File: src/rtl/mips_pc_unit_if.sv
// Bundles the control, data and status signals exchanged between the
// multicycle control/datapath (master) and the program-counter stage (slave).
interface mips_pc_unit_if #(
  parameter int DATA_WIDTH = 32,
  parameter int CNT_WIDTH  = 16
);
  // Control strobes coming from the multicycle control FSM
  logic                  PCWrite;
  logic                  BeqBranch;
  logic                  BneBranch;
  logic                  PCSrc;
  logic                  JumpCtrl;
  logic                  JalCtrl;
  logic                  JrCtrl;

  // Datapath values feeding the next-PC selection
  logic                  Zero;
  logic [DATA_WIDTH-1:0] ALUResult;
  logic [DATA_WIDTH-1:0] RegA;
  logic [25:0]           InstrIndex;

  // Registered state published by the PC stage
  logic [DATA_WIDTH-1:0] PC;
  logic [DATA_WIDTH-1:0] ALUOut;
  logic [DATA_WIDTH-1:0] LinkAddr;
  logic                  PCUpdated;
  logic                  Misalign;
  logic [CNT_WIDTH-1:0]  BranchCount;

  modport master (
    output PCWrite, BeqBranch, BneBranch, PCSrc, JumpCtrl, JalCtrl, JrCtrl,
    output Zero, ALUResult, RegA, InstrIndex,
    input  PC, ALUOut, LinkAddr, PCUpdated, Misalign, BranchCount
  );

  modport slave (
    input  PCWrite, BeqBranch, BneBranch, PCSrc, JumpCtrl, JalCtrl, JrCtrl,
    input  Zero, ALUResult, RegA, InstrIndex,
    output PC, ALUOut, LinkAddr, PCUpdated, Misalign, BranchCount
  );
endinterface

File: src/rtl/mips_pc_unit.sv
// Program-counter stage of the multicycle MIPS datapath. Holds the PC, the
// ALUOut and jal link registers, picks the next PC (sequential, branch, j/jal,
// jr), refuses to load misaligned targets and counts taken branches.
module mips_pc_unit #(
  parameter int                      DATA_WIDTH = 32,
  parameter logic [DATA_WIDTH-1:0]   RESET_PC   = 'h0040_0000,
  parameter int                      CNT_WIDTH  = 16
) (
  input  logic            clk,
  input  logic            reset,
  mips_pc_unit_if.slave   bus
);

  logic [DATA_WIDTH-1:0] pc_q, pc_d;
  logic [DATA_WIDTH-1:0] aluOut_q, aluOut_d;
  logic [DATA_WIDTH-1:0] link_q, link_d;
  logic                  updated_q, updated_d;
  logic                  misalign_q, misalign_d;
  logic [CNT_WIDTH-1:0]  cnt_q, cnt_d;

  logic [DATA_WIDTH-1:0] nextPc;
  logic                  takeBeq;
  logic                  takeBne;
  logic                  takeBranch;
  logic                  load;
  logic                  bad;

  // Next-PC selection: jr beats j/jal, which beats the ALUOut/ALUResult choice.
  // The j/jal target keeps the upper nibble of the PC, which already holds PC+4.
  always_comb begin
    nextPc = bus.ALUResult;
    if (bus.JrCtrl) begin
      nextPc = bus.RegA;
    end else if (bus.JumpCtrl) begin
      nextPc = {pc_q[DATA_WIDTH-1:28], bus.InstrIndex, 2'b00};
    end else if (bus.PCSrc) begin
      nextPc = aluOut_q;
    end
  end

  // Load decision. beq and bne are ORed independently, so the illegal
  // both-set encoding always resolves to a taken branch.
  always_comb begin
    takeBeq    = bus.BeqBranch & bus.Zero;
    takeBne    = bus.BneBranch & ~bus.Zero;
    takeBranch = takeBeq | takeBne;
    load       = bus.PCWrite | takeBranch;
    bad        = load & (nextPc[1:0] != 2'b00);
  end

  // Next-state values for every register of the stage.
  always_comb begin
    pc_d       = pc_q;
    aluOut_d   = bus.ALUResult;
    link_d     = link_q;
    updated_d  = load & ~bad;
    misalign_d = misalign_q | bad;
    cnt_d      = cnt_q;
    if (load && !bad) begin
      pc_d = nextPc;
    end
    if (bus.JalCtrl) begin
      link_d = pc_q;
    end
    if (takeBranch && !bad && (cnt_q != {CNT_WIDTH{1'b1}})) begin
      cnt_d = cnt_q + CNT_WIDTH'(1);
    end
  end

  // State update; reset wins over any pending load on the same edge.
  always_ff @(posedge clk) begin
    if (reset) begin
      pc_q       <= RESET_PC;
      aluOut_q   <= '0;
      link_q     <= '0;
      updated_q  <= 1'b0;
      misalign_q <= 1'b0;
      cnt_q      <= '0;
    end else begin
      pc_q       <= pc_d;
      aluOut_q   <= aluOut_d;
      link_q     <= link_d;
      updated_q  <= updated_d;
      misalign_q <= misalign_d;
      cnt_q      <= cnt_d;
    end
  end

  assign bus.PC          = pc_q;
  assign bus.ALUOut      = aluOut_q;
  assign bus.LinkAddr    = link_q;
  assign bus.PCUpdated   = updated_q;
  assign bus.Misalign    = misalign_q;
  assign bus.BranchCount = cnt_q;

endmodule

File: src/flat_wrapper.sv
// flat-port wrapper written by rule: the top's interface ports become plain ports
module mips_pc_unit_flat 
#(
  parameter int                      DATA_WIDTH = 32,
  parameter logic [DATA_WIDTH-1:0]   RESET_PC   = 'h0040_0000,
  parameter int                      CNT_WIDTH  = 16
)
  (clk, reset, bus_PCWrite, bus_BeqBranch, bus_BneBranch, bus_PCSrc, bus_JumpCtrl, bus_JalCtrl, bus_JrCtrl, bus_Zero, bus_ALUResult, bus_RegA, bus_InstrIndex, bus_PC, bus_ALUOut, bus_LinkAddr, bus_PCUpdated, bus_Misalign, bus_BranchCount);
  mips_pc_unit_if #(.DATA_WIDTH(DATA_WIDTH), .CNT_WIDTH(CNT_WIDTH)) bus_i ();
  input  logic clk;
  input  logic reset;
  input wire logic [$bits(bus_i.PCWrite)-1:0] bus_PCWrite;
  input wire logic [$bits(bus_i.BeqBranch)-1:0] bus_BeqBranch;
  input wire logic [$bits(bus_i.BneBranch)-1:0] bus_BneBranch;
  input wire logic [$bits(bus_i.PCSrc)-1:0] bus_PCSrc;
  input wire logic [$bits(bus_i.JumpCtrl)-1:0] bus_JumpCtrl;
  input wire logic [$bits(bus_i.JalCtrl)-1:0] bus_JalCtrl;
  input wire logic [$bits(bus_i.JrCtrl)-1:0] bus_JrCtrl;
  input wire logic [$bits(bus_i.Zero)-1:0] bus_Zero;
  input wire logic [$bits(bus_i.ALUResult)-1:0] bus_ALUResult;
  input wire logic [$bits(bus_i.RegA)-1:0] bus_RegA;
  input wire logic [$bits(bus_i.InstrIndex)-1:0] bus_InstrIndex;
  output wire logic [$bits(bus_i.PC)-1:0] bus_PC;
  output wire logic [$bits(bus_i.ALUOut)-1:0] bus_ALUOut;
  output wire logic [$bits(bus_i.LinkAddr)-1:0] bus_LinkAddr;
  output wire logic [$bits(bus_i.PCUpdated)-1:0] bus_PCUpdated;
  output wire logic [$bits(bus_i.Misalign)-1:0] bus_Misalign;
  output wire logic [$bits(bus_i.BranchCount)-1:0] bus_BranchCount;
  assign bus_i.PCWrite = bus_PCWrite;
  assign bus_i.BeqBranch = bus_BeqBranch;
  assign bus_i.BneBranch = bus_BneBranch;
  assign bus_i.PCSrc = bus_PCSrc;
  assign bus_i.JumpCtrl = bus_JumpCtrl;
  assign bus_i.JalCtrl = bus_JalCtrl;
  assign bus_i.JrCtrl = bus_JrCtrl;
  assign bus_i.Zero = bus_Zero;
  assign bus_i.ALUResult = bus_ALUResult;
  assign bus_i.RegA = bus_RegA;
  assign bus_i.InstrIndex = bus_InstrIndex;
  assign bus_PC = bus_i.PC;
  assign bus_ALUOut = bus_i.ALUOut;
  assign bus_LinkAddr = bus_i.LinkAddr;
  assign bus_PCUpdated = bus_i.PCUpdated;
  assign bus_Misalign = bus_i.Misalign;
  assign bus_BranchCount = bus_i.BranchCount;
  mips_pc_unit #(.DATA_WIDTH(DATA_WIDTH), .RESET_PC(RESET_PC), .CNT_WIDTH(CNT_WIDTH)) u_core (.clk(clk), .reset(reset), .bus(bus_i));
endmodule
File: config.mk
export PLATFORM = sky130hd
export DESIGN_NAME = mips_pc_unit_flat
export DESIGN_NICKNAME = d
export VERILOG_FILES = /design/src/rtl/mips_pc_unit_if.sv /design/src/rtl/mips_pc_unit.sv /design/src/flat_wrapper.sv
export SDC_FILE = /design/constraint.sdc
export NUM_CORES = 1
export LEC_CHECK = 0
export ABC_AREA = 1
export CAP_MARGIN = 20
export CELL_PAD_IN_SITES_DETAIL_PLACEMENT = 0
export CELL_PAD_IN_SITES_GLOBAL_PLACEMENT = 2
export CORE_MARGIN = 1
export CORE_UTILIZATION = 23
export CTS_CLUSTER_DIAMETER = 30
export DETAILED_ROUTE_END_ITERATION = 10
export GPL_TIMING_DRIVEN = 0
export PLACE_DENSITY_LB_ADDON = 0.12
export SETUP_SLACK_MARGIN = 0.4
export SYNTH_ARGS = -nofsm -noshare
export SYNTH_HDL_FRONTEND = slang
export SYNTH_SLANG_ARGS = --single-unit
File: constraint.sdc
create_clock -name clk -period 3.7 [get_ports clk]
set_input_delay 0.925 -clock clk [delete_from_list [all_inputs] [get_ports clk]]
set_output_delay 0.925 -clock clk [all_outputs]
set_load 0.01 [all_outputs]
======== Word level (Yosys, flattened, before mapping) ========
Cells that the tools add are included.
operators by class
  add/subtract/negate cells ............... 1
  eq/ne operators ......................... 2
  muxes and demuxes ....................... 3
  bitwise operators ....................... 9
  reductions and logical operators ........ 6
operators with widths
  cell                     count
  $mux W32                 3
  $add A16 B1 Y16 const B  1
  $ne A16 B16 Y1 const B   1
  $and A1 B1 Y1            4
  $logic_and A1 B1 Y1      3
  $or A1 B1 Y1             3
  $ne A2 B1 Y1 const B     1
  $not A1 Y1               2
  $reduce_and A2 Y1        1
  $reduce_bool A2 Y1       1
  $logic_not A1 Y1         1
word-level totals
  register bits ........................... 114
  bits of input ports ..................... 100
  output and inout bits ................... 114
  word-level logic and storage cells ...... 28

======== Longest topological paths before layout ========
  depth after elaboration ................. 8
  mapped depth ............................ 11
  depth with buffers taken out ............ 9

======== Worst setup path after synthesis ========
OpenSTA, ideal clock, no wires.
  path kind ............................... input to register
  start point ............................. in bus_PCSrc
  end point ............................... reg u_core.pc_q[20], in the netlist u_core.bus.PC[20]
  setup time .............................. 0.116 ns
  arrival time ............................ 1.921 ns
  data required time ...................... 3.584 ns
  setup slack ............................. 1.663 ns
  cell stages on the path ................. 11
  buffers on the path ..................... 3
  cell sequence ........................... buf_2 -> nor2_1 -> nand2_1 -> nand3_2 -> nand2_2 -> nor2_4 -> inv_2 -> buf_6 -> buf_6 -> nor2_1 -> nor2_1
on the way
  longest elaborated chain between the ends .. 7
RTL lines
  what                  RTL line            source
  from (decl)           flat_wrapper.sv:15  input wire logic [$bits(bus_i.PCSrc)-1:0] bus_PCSrc;
  $mux W32 *            mips_pc_unit.sv:36  end else if (bus.PCSrc) begin
  $mux W32 *            mips_pc_unit.sv:34  end else if (bus.JumpCtrl) begin
  $mux W32 *            mips_pc_unit.sv:32  if (bus.JrCtrl) begin
  $reduce_bool A2 Y1    mips_pc_unit.sv:48  bad = load & (nextPc[1:0] != 2'b00);
  $and A1 B1 Y1         mips_pc_unit.sv:48
  $logic_not A1 Y1      mips_pc_unit.sv:59  if (load && !bad) begin
  $logic_and A1 B1 Y1   mips_pc_unit.sv:59
  to (signal assigned)  mips_pc_unit.sv:80  pc_q <= pc_d;
  to (decl)             mips_pc_unit.sv:14  logic [DATA_WIDTH-1:0] pc_q, pc_d;
Mark *: on every way between the ends. The rest lies on a longest branch, timed or not. The select of a mux whose other input is x is not followed.
A chain may end at the register's enable or synchronous reset.

======== Worst setup path after layout ========
  start point ............................. in bus_JrCtrl
  end point ............................... reg u_core.pc_q[15], in the netlist u_core.bus.PC[15]
on the way
  longest elaborated chain between the ends .. 5
RTL lines
  what                 RTL line            source
  from (decl)          flat_wrapper.sv:18  input wire logic [$bits(bus_i.JrCtrl)-1:0] bus_JrCtrl;
  $mux W32 *           mips_pc_unit.sv:32
  $reduce_bool A2 Y1   mips_pc_unit.sv:48
  $and A1 B1 Y1        mips_pc_unit.sv:48
  $logic_not A1 Y1     mips_pc_unit.sv:59
  $logic_and A1 B1 Y1  mips_pc_unit.sv:59
Mark *: on every way between the ends. The rest lies on a longest branch, timed or not.

==> flow_summary.toml <==
[outcome]
outcome = "completed"

[route]
dr.first_iter.drc_count = 223
drc = 0
drt-pass1-iter-count = 4
dr_total_vias = 5273
wl_per_cell_um = 15.8
vias_per_cell = 4.25
wl_um = 19600
detail-route-antenna-nets = 0

[sta]
relSlewSlack_pct = 57.6
fin_ws_ns = 1.24
fin_tns_setup_ns = 0
drv_slew = 0
hold_viol = 0
whs_ns = 0.467
tightest_slew_ns = 0.635
finalSetupViolations = 0
fmax_mhz = 406
period_needed_ns = 2.46
period_share_pct = 66.5
rsz0062_at_grt = "false"
fin_worst_skew_ns = 0.0115

[power_and_ir_drop]
seq_power_share_pct = 37.6
p_clk_share_pct = 46.2
internal-power_w = 0.00262
switchingPower_w = 0.00102
power.leakage_nw = 3.22
ir_drop_mv = 0.299
switching_share_pct = 28.0
comb_power_share_pct = 16.3
power_density_mw_per_mm2 = 455

[synthesis]
ys_seq_area_share_pct = 46.2
ys_top_cells_by_count = "nor2_1, nand2_1, dfxtp_1, o21ai_0, inv_1"
ys_types = 25
synth_top_family_by_area = "simple AND/OR/NAND/NOR gates"
synthMuxAreaShare_pct = 0
synthXorXnorAreaFrac_pct = 0.886
synth_area_mm2 = 0.00494
synth_edf_count = 0
synth.ff_latch_count = 114
synthSimpleGateAreaFrac_pct = 29.1
netlist_instances = 722
netlist_top_cells_area = "dfxtp_1, nor2_1, nand2_1, o21ai_0, inv_1"
yosys.area.top_type = "dfxtp_1"
syn_nets = 823
synth_compound_area_share_pct = 15.4
ys.flop_type = "dfxtp_1"
synth_adder_area_share_pct = 0.253
synth_top_area_share_pct = 46.2
async_flop_share_pct = 0
syn_area_per_cell_um2 = 6.85
synth_most_common_cell = "nor2_1"
synth_warnings = 0

[floorplan]
fp.coreArea_mm2 = 0.0210
die_height_um = 149
start_util_pct = 23.5
pin_count = 214
die-area_mm2 = 0.0221
rows = 53
die_w_um = 149

[clocking]
cts_made_buffers = 17
clkTransAtPathRegs_ns = 0.06
clk_path_buf_depth = 2
clk_latency_ns = 0.42
cts_resized = 0
postCtsSetupBuffers = 0
cts_sinks = 114
htree_num_levels = 4
cts_tree = "built"
root_buffer = "clkbuf_16"
ctsHoldBuffers = 0

[min_path]
hold-path-endpoint = "u_core.bus.Misalign$_SDFF_PP0_"
min_path_cells = 2
hold_class = "reg -> reg"
worstHoldStart = "u_core.bus.Misalign$_SDFF_PP0_"

[global_routing]
antenna_found_initial = 1
overflow = 0
grt_pass1_vias = 5302
grt_pass1_wl_um = 30100
grt_max_degree = 17
grt_usage_pct = 18.3

[run]
maxCapViolCount = 0

[critical_path]
r2r_start = "u_core.bus.BranchCount[0]$_SDFFE_PP0P_"
critPathLaunchType = "input pin"
worstReg2RegEnd = "u_core.bus.BranchCount[11]$_SDFFE_PP0P_"
cp.required_ns = 4.06
path_max_fanout = 10
cp.arrival_ns = 2.82
worstSetupEndpointType = "flip-flop"
crit_type = "in -> reg"
rrSetupSlack_ns = 1.78
crit_path_start = "bus_JrCtrl"
r2r_cells = 10

[place]
dp_hpwl_um = 15400
io_buffers = 211
pre_cts_ws_ns = 0.789
place.gp.congestion = 0.759

[final_layout]
finalNetCount = 1053
final_core_util_pct = 38.0
antennaDiodeCount = 0
syn2layout_area_growth_pct = 61.8
drive_above_1_share_pct = 5.70
==> through the flow <==
stage	power [W]	instances	cell area, um^2
after floorplan	0.00162	722	4940
after global placement	0.00199	1208	7400
after detailed placement	0.00199	1208	7400
after CTS	0.00369	1240	8000
after global routing	0.00380	1240	8000
final	0.00364	1240	8000
==> cell families (layout without fill, tap and decap cells) <==
family,after synthesis,after routing
adder cells (fa/ha/maj),1,1
AO/OA/AOI/OAI,139,139
flip-flops,114,114
buffers and inverters,98,341
AND/OR/NAND/NOR,365,365
XOR/XNOR,5,5
==> layout by cell type, fill, tap and decap left out, drive strengths merged <==
master | synthesis | layout
a21oi | 19 | 19
buf | 12 | 12
bufinv | 0 | 2
clkbuf | 29 | 46
clkdlybuf4s50 | 0 | 211
clkinv | 1 | 7
clkinvlp | 0 | 1
dfxtp | 114 | 114
ha | 1 | 1
inv | 56 | 62
nand2 | 156 | 156
nand3 | 17 | 17
nand3b | 1 | 1
nand4 | 5 | 5
nor2 | 186 | 186
o211ai | 26 | 26
o21ai | 94 | 94
xnor2 | 3 | 3
xor2 | 2 | 2
==> registers in the layout, indices dropped and copies added, names as in the netlist <==
register / count
u_core.bus.LinkAddr: 32
u_core.bus.PC: 32
u_core.bus.ALUOut: 32
u_core.bus.PCUpdated: 1
u_core.bus.BranchCount: 16
u_core.bus.Misalign: 1
==> critical path: stages <==
cell and delay [ns]:
clkdlybuf4s50_1 0.55, inv_2 0.11, nand2_1 0.14, inv_2 0.18, clkbuf_1 0.39, nand2_1 0.10
o211ai_1 0.19, nor2_1 0.11, nor2_1 0.10
==> power groups by stage <==
stage | clock network [W] | logic, W | registers, W
5_1_grt | 0.00177 | 0.000652 | 0.00138
6_report | 0.00168 | 0.000591 | 0.00137
4_1_cts | 0.00172 | 0.000600 | 0.00136
2_1_floorplan | 0 | 0.000210 | 0.00141
3_5_place_dp | 0 | 0.000597 | 0.00139
3_3_place_gp | 0 | 0.000600 | 0.00139
==> how the worst max path moves through the flow <==
stage | end | slack, ns | cells after the start
floorplan | u_core.bus.PC[20]$_SDFFE_PP0P_ | 1.66 | 11
CTS | u_core.bus.PC[14]$_SDFFE_PP0P_ | 1.22 | 9
detailed placement | u_core.bus.PC[23]$_SDFFE_PP0P_ | 0.79 | 12
finish | u_core.bus.PC[15]$_SDFFE_PP0P_ | 1.24 | 9
global route | u_core.bus.PC[24]$_SDFFE_PP0P_ | 1.02 | 9
global placement | u_core.bus.PC[24]$_SDFFE_PP0P_ | 0.79 | 9
==> routing by layer <==
layer,wire length [um],global-route usage [%],vias up
li1,-,-,2764
met1,9810,25.1,2320
met2,7960,26.7,171
met3,1620,6.66,16
met4,170,5.10,2
met5,13,0,-
==> final cells by class <==
class | count | area (um^2)
Fill cell | 2262 | 13000
Sequential cell | 114 | 2280
Multi-Input combinational cell | 510 | 2260
Timing Repair Buffer | 211 | 2110
Clock buffer | 17 | 425
Tap cell | 275 | 344
Inverter | 57 | 214
Buffer | 41 | 190
Clock inverter | 15 | 171
(Power assumes the default switching activity.)
